===== config.mk =====
export PLATFORM = sky130hd
export DESIGN_NAME = avl_mm_bridge_flat
export DESIGN_NICKNAME = d
export VERILOG_FILES = /design/src/rtl/avl_mm_bridge_if.sv /design/src/rtl/avl_mm_bridge.sv /design/src/flat_wrapper.sv
export SDC_FILE = /design/constraint.sdc
export NUM_CORES = 1
export LEC_CHECK = 0
export CELL_PAD_IN_SITES_DETAIL_PLACEMENT = 1
export CELL_PAD_IN_SITES_GLOBAL_PLACEMENT = 2
export CORE_MARGIN = 8
export CORE_UTILIZATION = 18
export CTS_CLUSTER_DIAMETER = 80
export CTS_CLUSTER_SIZE = 28
export DETAILED_ROUTE_END_ITERATION = 8
export PLACE_DENSITY = 0.82
export SLEW_MARGIN = 40
export SYNTH_ARGS = -nofsm -noshare
export SYNTH_HDL_FRONTEND = slang
export SYNTH_SLANG_ARGS = --single-unit

===== constraint.sdc =====
create_clock -name iCLK -period 1.8 [get_ports iCLK]
set_clock_uncertainty 0.1 [all_clocks]
set_input_delay 0.36 -clock iCLK [delete_from_list [all_inputs] [get_ports iCLK]]
set_output_delay 0.36 -clock iCLK [all_outputs]
set_load 0.02 [all_outputs]

===== src/rtl/avl_mm_bridge_if.sv =====
// CPU load/store port and Avalon-MM master signals of avl_mm_bridge, bundled.
// master = bridge view; slave = the CPU core plus Avalon slave surrounding it.
interface avl_mm_bridge_if #(
  parameter int unsigned ADDR_W = 28,
  parameter int unsigned DATA_W = 32
);
  localparam int unsigned BE_W = DATA_W / 8;

  logic              cpu_req;
  logic              cpu_we;
  logic [ADDR_W-1:0] cpu_addr;
  logic [BE_W-1:0]   cpu_be;
  logic [DATA_W-1:0] cpu_wdata;
  logic              cpu_ack;
  logic [DATA_W-1:0] cpu_rdata;
  logic              cpu_rvalid;
  logic              cpu_wdone;
  logic              cpu_err;
  logic              busy;
  logic [ADDR_W-1:0] avl_address;
  logic              avl_read;
  logic              avl_write;
  logic [DATA_W-1:0] avl_writedata;
  logic [BE_W-1:0]   avl_byteenable;
  logic              avl_waitrequest;
  logic [DATA_W-1:0] avl_readdata;
  logic              avl_readdatavalid;

  modport master (
    input  cpu_req, cpu_we, cpu_addr, cpu_be, cpu_wdata,
           avl_waitrequest, avl_readdata, avl_readdatavalid,
    output cpu_ack, cpu_rdata, cpu_rvalid, cpu_wdone, cpu_err, busy,
           avl_address, avl_read, avl_write, avl_writedata, avl_byteenable
  );

  modport slave (
    output cpu_req, cpu_we, cpu_addr, cpu_be, cpu_wdata,
           avl_waitrequest, avl_readdata, avl_readdatavalid,
    input  cpu_ack, cpu_rdata, cpu_rvalid, cpu_wdone, cpu_err, busy,
           avl_address, avl_read, avl_write, avl_writedata, avl_byteenable
  );
endinterface


===== src/rtl/avl_mm_bridge.sv =====
// CPU req/ack to Avalon-MM master bridge, one transaction in flight, registered strobes.
// Optional watchdog abort enabled by defining AVL_TIMEOUT_EN (limit TIMEOUT_CYC).
module avl_mm_bridge #(
  parameter int unsigned ADDR_W      = 28,
  parameter int unsigned DATA_W      = 32,
  parameter int unsigned TIMEOUT_CYC = 1024
) (
  input  logic            iCLK,
  input  logic            iRST,
  avl_mm_bridge_if.master bus
);
  localparam int unsigned BE_W  = DATA_W / 8;
  localparam int unsigned OFF_W = $clog2(BE_W);
  localparam logic [ADDR_W-1:0] OFF_MASK = ADDR_W'((64'd1 << OFF_W) - 64'd1);

  typedef enum logic [1:0] {IDLE, WR, RD, RD_WAIT} state_t;

  state_t            state, state_next;
  logic              ack_q, err_q, wdone_q, rvalid_q, write_q, read_q;
  logic              ack_d, err_d, wdone_d, rvalid_d, write_d, read_d, load;
  logic [ADDR_W-1:0] addr_q;
  logic [DATA_W-1:0] wdata_q, rdata_q;
  logic [BE_W-1:0]   be_q;
  logic              accept, bad_req, wr_done, rd_release, rd_done, timeout;

  // ack_q blocks re-sampling a request still held high during its own ack cycle
  assign accept     = (state == IDLE) && bus.cpu_req && !ack_q;
  assign bad_req    = ((bus.cpu_addr & OFF_MASK) != '0) || (bus.cpu_be == '0);
  assign wr_done    = (state == WR) && write_q && !bus.avl_waitrequest;
  assign rd_release = (state == RD) && read_q && !bus.avl_waitrequest;
  assign rd_done    = (rd_release || (state == RD_WAIT)) && bus.avl_readdatavalid;

`ifdef AVL_TIMEOUT_EN
  localparam int unsigned CNT_W = $clog2(TIMEOUT_CYC + 1);
  logic [CNT_W-1:0] cnt;

  // Counting starts with the first strobe cycle, so the abort lands TIMEOUT_CYC cycles after it
  always_ff @(posedge iCLK) begin
    if (iRST || state == IDLE || (state == WR && !write_q) || (state == RD && !read_q))
      cnt <= '0;
    else
      cnt <= cnt + 1'b1;
  end

  assign timeout = (state != IDLE) && (cnt == CNT_W'(TIMEOUT_CYC - 1)) && !wr_done && !rd_done;
`else
  assign timeout = 1'b0;
`endif

  always_ff @(posedge iCLK) begin
    if (iRST) begin
      state    <= IDLE;
      ack_q    <= 1'b0;
      err_q    <= 1'b0;
      wdone_q  <= 1'b0;
      rvalid_q <= 1'b0;
      write_q  <= 1'b0;
      read_q   <= 1'b0;
      addr_q   <= '0;
      wdata_q  <= '0;
      be_q     <= '0;
      rdata_q  <= '0;
    end else begin
      state    <= state_next;
      ack_q    <= ack_d;
      err_q    <= err_d;
      wdone_q  <= wdone_d;
      rvalid_q <= rvalid_d;
      write_q  <= write_d;
      read_q   <= read_d;
      if (load) begin
        addr_q  <= bus.cpu_addr;
        wdata_q <= bus.cpu_wdata;
        be_q    <= bus.cpu_be;
      end
      if (rd_done)
        rdata_q <= bus.avl_readdata;
    end
  end

  always_comb begin
    state_next = state;
    if (timeout) begin
      state_next = IDLE;
    end else begin
      unique case (state)
        IDLE:    if (accept && !bad_req) state_next = bus.cpu_we ? WR : RD;
        WR:      if (wr_done) state_next = IDLE;
        RD:      if (rd_release) state_next = bus.avl_readdatavalid ? IDLE : RD_WAIT;
        RD_WAIT: if (bus.avl_readdatavalid) state_next = IDLE;
        default: state_next = IDLE;
      endcase
    end
  end

  // Next values of the registered outputs; strobes rise one cycle after entering WR/RD
  always_comb begin
    ack_d    = accept;
    err_d    = (accept && bad_req) || timeout;
    load     = accept && !bad_req;
    wdone_d  = wr_done;
    rvalid_d = rd_done;
    write_d  = (state == WR) && !wr_done && !timeout;
    read_d   = (state == RD) && !rd_release && !timeout;
  end

  assign bus.cpu_ack        = ack_q;
  assign bus.cpu_err        = err_q;
  assign bus.cpu_wdone      = wdone_q;
  assign bus.cpu_rvalid     = rvalid_q;
  assign bus.cpu_rdata      = rdata_q;
  assign bus.busy           = (state != IDLE);
  assign bus.avl_address    = addr_q;
  assign bus.avl_read       = read_q;
  assign bus.avl_write      = write_q;
  assign bus.avl_writedata  = wdata_q;
  assign bus.avl_byteenable = be_q;
endmodule


===== src/flat_wrapper.sv =====
// flat-port wrapper written by rule: the top's interface ports become plain ports
module avl_mm_bridge_flat 
#(
  parameter int unsigned ADDR_W      = 28,
  parameter int unsigned DATA_W      = 32,
  parameter int unsigned TIMEOUT_CYC = 1024
)
  (iCLK, iRST, bus_cpu_req, bus_cpu_we, bus_cpu_addr, bus_cpu_be, bus_cpu_wdata, bus_avl_waitrequest, bus_avl_readdata, bus_avl_readdatavalid, bus_cpu_ack, bus_cpu_rdata, bus_cpu_rvalid, bus_cpu_wdone, bus_cpu_err, bus_busy, bus_avl_address, bus_avl_read, bus_avl_write, bus_avl_writedata, bus_avl_byteenable);
  avl_mm_bridge_if #(.ADDR_W(ADDR_W), .DATA_W(DATA_W)) bus_i ();
  input  logic iCLK;
  input  logic iRST;
  input wire logic [$bits(bus_i.cpu_req)-1:0] bus_cpu_req;
  input wire logic [$bits(bus_i.cpu_we)-1:0] bus_cpu_we;
  input wire logic [$bits(bus_i.cpu_addr)-1:0] bus_cpu_addr;
  input wire logic [$bits(bus_i.cpu_be)-1:0] bus_cpu_be;
  input wire logic [$bits(bus_i.cpu_wdata)-1:0] bus_cpu_wdata;
  input wire logic [$bits(bus_i.avl_waitrequest)-1:0] bus_avl_waitrequest;
  input wire logic [$bits(bus_i.avl_readdata)-1:0] bus_avl_readdata;
  input wire logic [$bits(bus_i.avl_readdatavalid)-1:0] bus_avl_readdatavalid;
  output wire logic [$bits(bus_i.cpu_ack)-1:0] bus_cpu_ack;
  output wire logic [$bits(bus_i.cpu_rdata)-1:0] bus_cpu_rdata;
  output wire logic [$bits(bus_i.cpu_rvalid)-1:0] bus_cpu_rvalid;
  output wire logic [$bits(bus_i.cpu_wdone)-1:0] bus_cpu_wdone;
  output wire logic [$bits(bus_i.cpu_err)-1:0] bus_cpu_err;
  output wire logic [$bits(bus_i.busy)-1:0] bus_busy;
  output wire logic [$bits(bus_i.avl_address)-1:0] bus_avl_address;
  output wire logic [$bits(bus_i.avl_read)-1:0] bus_avl_read;
  output wire logic [$bits(bus_i.avl_write)-1:0] bus_avl_write;
  output wire logic [$bits(bus_i.avl_writedata)-1:0] bus_avl_writedata;
  output wire logic [$bits(bus_i.avl_byteenable)-1:0] bus_avl_byteenable;
  assign bus_i.cpu_req = bus_cpu_req;
  assign bus_i.cpu_we = bus_cpu_we;
  assign bus_i.cpu_addr = bus_cpu_addr;
  assign bus_i.cpu_be = bus_cpu_be;
  assign bus_i.cpu_wdata = bus_cpu_wdata;
  assign bus_i.avl_waitrequest = bus_avl_waitrequest;
  assign bus_i.avl_readdata = bus_avl_readdata;
  assign bus_i.avl_readdatavalid = bus_avl_readdatavalid;
  assign bus_cpu_ack = bus_i.cpu_ack;
  assign bus_cpu_rdata = bus_i.cpu_rdata;
  assign bus_cpu_rvalid = bus_i.cpu_rvalid;
  assign bus_cpu_wdone = bus_i.cpu_wdone;
  assign bus_cpu_err = bus_i.cpu_err;
  assign bus_busy = bus_i.busy;
  assign bus_avl_address = bus_i.avl_address;
  assign bus_avl_read = bus_i.avl_read;
  assign bus_avl_write = bus_i.avl_write;
  assign bus_avl_writedata = bus_i.avl_writedata;
  assign bus_avl_byteenable = bus_i.avl_byteenable;
  avl_mm_bridge #(.ADDR_W(ADDR_W), .DATA_W(DATA_W), .TIMEOUT_CYC(TIMEOUT_CYC)) u_core (.iCLK(iCLK), .iRST(iRST), .bus(bus_i));
endmodule

==> impl_results.md, run 1 <==
- Outcome: finished, violations left
- Failing checks: setup timing
- Synth top cells by count: nand2_1 (150), dfxtp_1 (104), a21oi_1 (94)
- Dpl ws: -0.612 ns
- Worst-path clk slew: ~0.070 ns
- Peak supply drop: 0.397 mV
- Placer Congestion: 0.701
- Total chip power: about 5000 uW
- Final hold violation count: 0
- Clk_lat worst skew: 0.35 ns
- Reg-to-Reg End: u_core.bus.avl_writedata[28]$_SDFFE_PP0P_
- DRC viols: 0
- Vias post-DR: approximately 3700
- Drt first pass iters: 4
- WL/cell: approximately 15 um
- Ys flop type: dfxtp_1
- Total GRT Usage: between 10% and 20%
- CTS tree: yes
- DR vias/cell: 3.98
- Rows: 53
- Post-synthesis register bit count: approximately 100
- Top cells by area, synth: dfxtp_1 (55%), nand2_1 (15%), a21oi_1 (13%), nand2_2 (6.7%), buf_6 (2.1%)
- Period utilisation layout: 108%
- Synth Area per Inst: approximately 8.4 um^2
- Clk network pwr share: between 30% and 40%
- Final nets: 762
- Switch Pwr: roughly 1200 uW
- Critical path origin: u_core.state[1]$_SDFFE_PP0P_
- Critical Path Sink Type: flip-flop
- Reg power frac: 48.6%
- P&R area growth vs syn: 76.4%
- Req. time, crit path: between 1.5 and 2 ns
- Initial Utilization: 18.1%
- Post-synthesis cell type count: 27
- Setup violations, final: between 60 and 70
- CTS sink count: between 100 and 150
- Worst hold path depth: 2
- Logic pwr share: 12.5%
- Die Span Y: roughly 160 um
- Die width: approximately 160 um
- I/O pins: between 200 and 250
- Initial antenna violation count: 1
- Slew @ Worst Pin: 0.349 ns
- Pleak: 0.00304 uW
- Port Buf Inserts: slightly above 200
- FFs w/ async S/R, synth: 0%
- Fmax: 0.515 GHz
- Hold endpoint: u_core.bus.avl_writedata[20]$_SDFFE_PP0P_
- Cells after Synth: between 400 and 500
- Gr ovfl total: 0
- Most common cell in the synthesized netlist: nand2_1
- CORE AREA: ~21000 um^2
- CP Launch Type: flip-flop
- Clk buf depth: 2
- Hold_sp: iRST
- Antenna viol nets, final: 0
- Worst Hold Class: input port to flip-flop
- Die area: 25800 um^2
- Layout cell share with drive strength beyond 1: between 10% and 20%
- Cts bufs inserted: 9
- Syn Nets: between 500 and 600
- R2R Setup Slk: -0.14 ns
- Post-synth top area share: 55.4%
- Hold slack: about 0.16 ns
- DR iter-0 viols: 105
- Post-synth EDFFs: 0
- WL final: around 14 mm
- RSZ-0062 raised after global routing: yes
- Fin Setup TNS: -7.23 ns
- Post-synthesis cell area: approximately 3800 um^2
- Worst setup path category: flip-flop to flip-flop
- H-tree levels: 3
- Max Slew Vio Count: 0
- R2r startpoint: u_core.state[1]$_SDFFE_PP0P_
- Reg2reg path depth: 5
- Worst setup margin: -0.141 ns
- Switch share: 24.8%
- Post-layout util: 31.9%
- Slew headroom: about three quarters
- Vias in the first global route: around 3900
- Max-cap violation count: 0
- Synth Warn #: 0
- PwrDens: roughly 740 nW/um^2
- Biggest area consumer among synthesized cells: dfxtp_1
- Post-DP HPWL: between 10 and 15 mm
- Critical path peak fanout: 32
- Critical Path AT: about 2.1 ns
- Sequential area share after synthesis: ~55%
- Largest net degree at the start of global routing: 55
- First-pass GRT wire length: ~22 mm
- Tmin final: around 1.9 ns
- Clock root buffer: clkbuf_16
- Int Power: 3680 uW
- N_diodes: 0
[layer usage]
layer,vias to the layer above,wire length (um),track usage [%]
met4,2,148,2.93
met5,-,8,0
li1,1875,-,-
met2,141,6350,17.0
met1,1706,5810,12.3
met3,10,1680,6.01
[cells by family (layout without fill, tap and decap cells)]
group	Yosys count	in the layout	synth area share (%)
and+or+nand+nor	212	212	25.7
AOI/OAI and AO/OA	101	101	13.8
buffers and inverters	32	247	5.06
DFF	104	104	55.4
[cell type report]
type | count | area (um^2)
clock buffers | 10 | 239
clock inverters | 5 | 41.3
fillers | 2422 | 14100
multi-input cells | 313 | 1530
flip-flops and latches | 104 | 2090
well taps | 275 | 344
repair buffers | 232 | 2390
[power groups by stage]
stage	Sequential, uW	Clock [uW]	Combinational, uW
detailed placement	2430	0	632
CTS	2380	2010	618
global route	2380	2100	657
floorplan	2490	0	156
finish	2380	1900	610
global placement	2430	0	627
[placed cells by master (no fill, tap or decap), types with 2 or more instances in the layout]
cell,Yosys,routed
dlymetal6s2s_1,0,31
buf_6,7,5
dfxtp_2,0,3
buf_12,0,9
o21ai_0,2,2
buf_4,4,15
nand2b_1,2,2
nand4b_1,2,2
dfxtp_1,104,101
dlygate4sd2_1,0,53
nand2_2,40,40
clkdlybuf4s50_1,0,118
nor3b_1,4,4
a21oi_2,0,9
clkinvlp_4,0,2
clkbuf_16,0,9
a21oi_1,94,85
nand2_1,150,150
nor2_1,4,4
inv_6,0,2
nor2b_1,2,2
[metrics by stage]
stage | cells | instance area (um^2)
2_1_floorplan | 449 | 3770
3_3_place_gp | 923 | 6280
3_5_place_dp | 923 | 6280
4_1_cts | 939 | 6520
5_1_grt | 939 | 6630
6_report | 939 | 6630
[critical path, cell delays in order, from the launching register on]
cell and delay (ns):
dfxtp_2 0.32, or4b_4 0.54, or4_4 0.48, buf_12 0.20, nand2_1 0.09, a21oi_1 0.06
[state kept, by name, indices dropped and copies added, names as in the netlist]
signal / flops
u_core.bus.cpu_ack: 1
u_core.bus.cpu_rvalid: 1
u_core.bus.avl_writedata: 32
u_core.bus.avl_address: 28
u_core.bus.cpu_err: 1
u_core.bus.avl_byteenable: 4
u_core.bus.avl_read: 1
u_core.bus.cpu_rdata: 32
u_core.bus.avl_write: 1
u_core.bus.cpu_wdone: 1
u_core.state: 2
[timing repair]
| item | CTS | global route |
|---|---|---|
| setup buffers | 1 | 1 |
| hold buffers | 0 | 0 |
| gates resized for setup | 61 | 42 |
| setup endpoints to repair | 119 | 97 |
| pin swaps | 1 | 0 |
[worst max-delay path by stage]
stage,endpoint,slack [ns],cells past startpoint
4_1_cts,u_core.bus.avl_writedata[28]$_SDFFE_PP0P_,-0.15,5
5_1_grt,u_core.bus.avl_writedata[30]$_SDFFE_PP0P_,-0.18,5
6_report,u_core.bus.avl_writedata[28]$_SDFFE_PP0P_,-0.14,5
3_5_place_dp,u_core.bus.avl_address[24]$_SDFFE_PP0P_,-0.61,8
2_1_floorplan,u_core.bus.avl_address[18]$_SDFFE_PP0P_,-0.10,6
3_3_place_gp,u_core.bus.avl_address[24]$_SDFFE_PP0P_,-0.58,8
No activity file was read; power rests on OpenSTA's default activity.
==> inputs of run 2 (changes only) <==
CORE_MARGIN = 2   (was 8)
SETUP_SLACK_MARGIN = 0.15   (was not set)
SKIP_CTS_REPAIR_TIMING = 1   (was not set)
==> run 2 against run 1 <==
- the flow still finishes with violations (setup timing)
- sequential cell count is the same
- wire length shrank 6.9%
- critical path depth unchanged
- register-to-register slack worse by 0.05 ns
- first-iteration DRC count decreased by 21%
- combinational power rose by 2%
- core utilization up 2.1 points
- count of clock-buffer cells in the layout shrank 1
- setup slack got worse by 0.050 ns
- total power is 3.3% higher
- cell area increased by 4.6%
- critical path type unchanged
==> impl_results.md, run 2 (synthesized netlist as in run 1, its figures left out) <==
- Clk network pwr share: between 40% and 50%
- Final nets: between 700 and 800
- Hold_sp: iRST
- DR iter-0 viols: 83
- Gr ovfl total: 0
- Largest net degree at the start of global routing: 51
- Max Slew Vio Count: 0
- Pleak: 0.00414 uW
- Worst Hold Class: input port to flip-flop
- CTS sink count: approximately 100
- Switch share: around a quarter
- Vias in the first global route: between 3000 and 4000
- Placed cell count: 914
- R2r startpoint: u_core.state[1]$_SDFFE_PP0P_
- DRC viols: 0
- CORE AREA: between 20000 and 25000 um^2
- Worst-path clk slew: about 0.070 ns
- Fin Setup TNS: -10.41 ns
- Total GRT Usage: between 10% and 20%
- Vias post-DR: 3764
- Reg power frac: between 40 and 50%
- P&R area growth vs syn: 84.6%
- Logic pwr share: between 10 and 15%
- Slew @ Worst Pin: 0.292 ns
- Worst setup path category: flip-flop to flip-flop
- Int Power: 3800 uW
- Post-DP HPWL: approximately 9.4 mm
- Port Buf Inserts: roughly 200
- Commonest non-fill, non-tap cells in the layout: nand2_1 (145), dlymetal6s2s_1 (106), dfxtp_1 (101), clkdlybuf4s50_1 (96), a21oi_1 (85)
- Worst setup margin: -0.190 ns
- Antenna viol nets, final: 0
- Failing checks: setup timing
- Peak supply drop: around 0.4 mV
- Initial Utilization: a little under a fifth
- Final hold violation count: 0
- Clock root buffer: clkbuf_16
- Req. time, crit path: 1.93 ns
- Placer Congestion: just under 0.7
- Critical path peak fanout: 18
- Die area: approximately 22000 um^2
- Post-DP Area: approximately 6200 um^2
- Rows: 52
- CTS tree: yes
- Tmin final: 1.99 ns
- Period utilisation layout: 111%
- Switch Pwr: approximately 1300 uW
- Critical Path AT: around 2.1 ns
- DR vias/cell: between 4 and 5
- WL/cell: around 14 um
- Fmax: approximately 0.5 GHz
- Critical path origin: u_core.state[1]$_SDFFE_PP0P_
- Die width: ~150 um
- Clk buf depth: 2
- Clk_lat worst skew: 0.35 ns
- CP Launch Type: flip-flop
- First-pass GRT wire length: between 15 and 20 mm
- Max-cap violation count: 0
- Initial antenna violation count: 1
- I/O pins: ~210
- Layout Cells excl Fill: roughly 930
- PwrDens: 728 nW/um^2
- Critical Path Sink Type: flip-flop
- WL final: between 10 and 15 mm
- H-tree levels: 3
- Layout cell share with drive strength beyond 1: 16.1%
- Cts bufs inserted: 9
- Drt first pass iters: 4
- Slew headroom: between 80 and 90%
- Final non-filler cell area: just under 7000 um^2
- Setup violations, final: 62
- Die Span Y: 149 um
- Outcome: finished, violations left
- RSZ-0062 raised after global routing: yes
- Commonest non-fill, non-tap cell in the layout: nand2_1
[run 2: changes by cell type in the layout (fill, tap and decap cells not counted), moves of 4 or more]
cell	previous run	this run
buf_6	5	1
nand2_1	150	145
dlygate4sd2_1	53	0
nand2_4	0	4
dlymetal6s2s_1	31	106
clkdlybuf4s50_1	118	96
[run 2: worst paths after layout]
check / endpoint / slack, ns / cells after the start
worst max-delay path: u_core.bus.avl_address[5]$_SDFFE_PP0P_ / -0.19 / 5
worst min-delay path: u_core.bus.cpu_rdata[4]$_SDFFE_PP0P_ / 0.19 / 2
worst max register to register: u_core.bus.avl_address[5]$_SDFFE_PP0P_ / -0.19 / 5
worst min register to register: u_core.bus.avl_writedata[30]$_SDFFE_PP0P_ / 0.35 / 2
[run 2: critical path, stage by stage (launching register included)]
cell     delay (ns)
dfxtp_2        0.32
or4b_4         0.57
or4_4          0.53
buf_12         0.20
nand2_1        0.07
a21oi_1        0.06
[run 2: stage by stage]
| step | hold WS [ns] | util (%) | power, uW | setup slack [ns] |
|---|---|---|---|---|
| floorplan | 0.393 | - | 2650 | -0.101 |
| global placement | 0.338 | 30.7 | 3050 | -0.625 |
| detailed placement | 0.344 | 30.7 | 3050 | -0.648 |
| CTS | 0.181 | 32.2 | 5160 | -0.381 |
| global route | 0.191 | 34.1 | 5310 | -0.266 |
| finish | 0.190 | 34.1 | 5050 | -0.190 |
[run 2: power by group through the flow]
stage                     Sequential (uW)  Combinational, uW  Clock (uW)
after floorplan                      2490                157           0
after detailed placement             2430                619           0
after global routing                 2380                670        2250
after CTS                            2380                623        2160
after global placement               2430                617           0
final                                2380                621        2050
[run 2: area by class of cell]
cell class	count	area [um^2]
antenna	1	2.50
fill	2329	13400
tap	270	338
sequential	104	2090
clock buffer	9	225
clock inverter	7	78.8
multi-input combinational	313	1580
timing repair buffer	230	2630
[run 2: per-layer routing]
metal | vias up | GRT usage [%] | wire, um
met2 | 133 | 19.1 | 6160
met3 | 13 | 5.64 | 1390
met1 | 1746 | 12.9 | 5300
met5 | - | 0 | 0
li1 | 1872 | - | -
met4 | 0 | 3.86 | 172
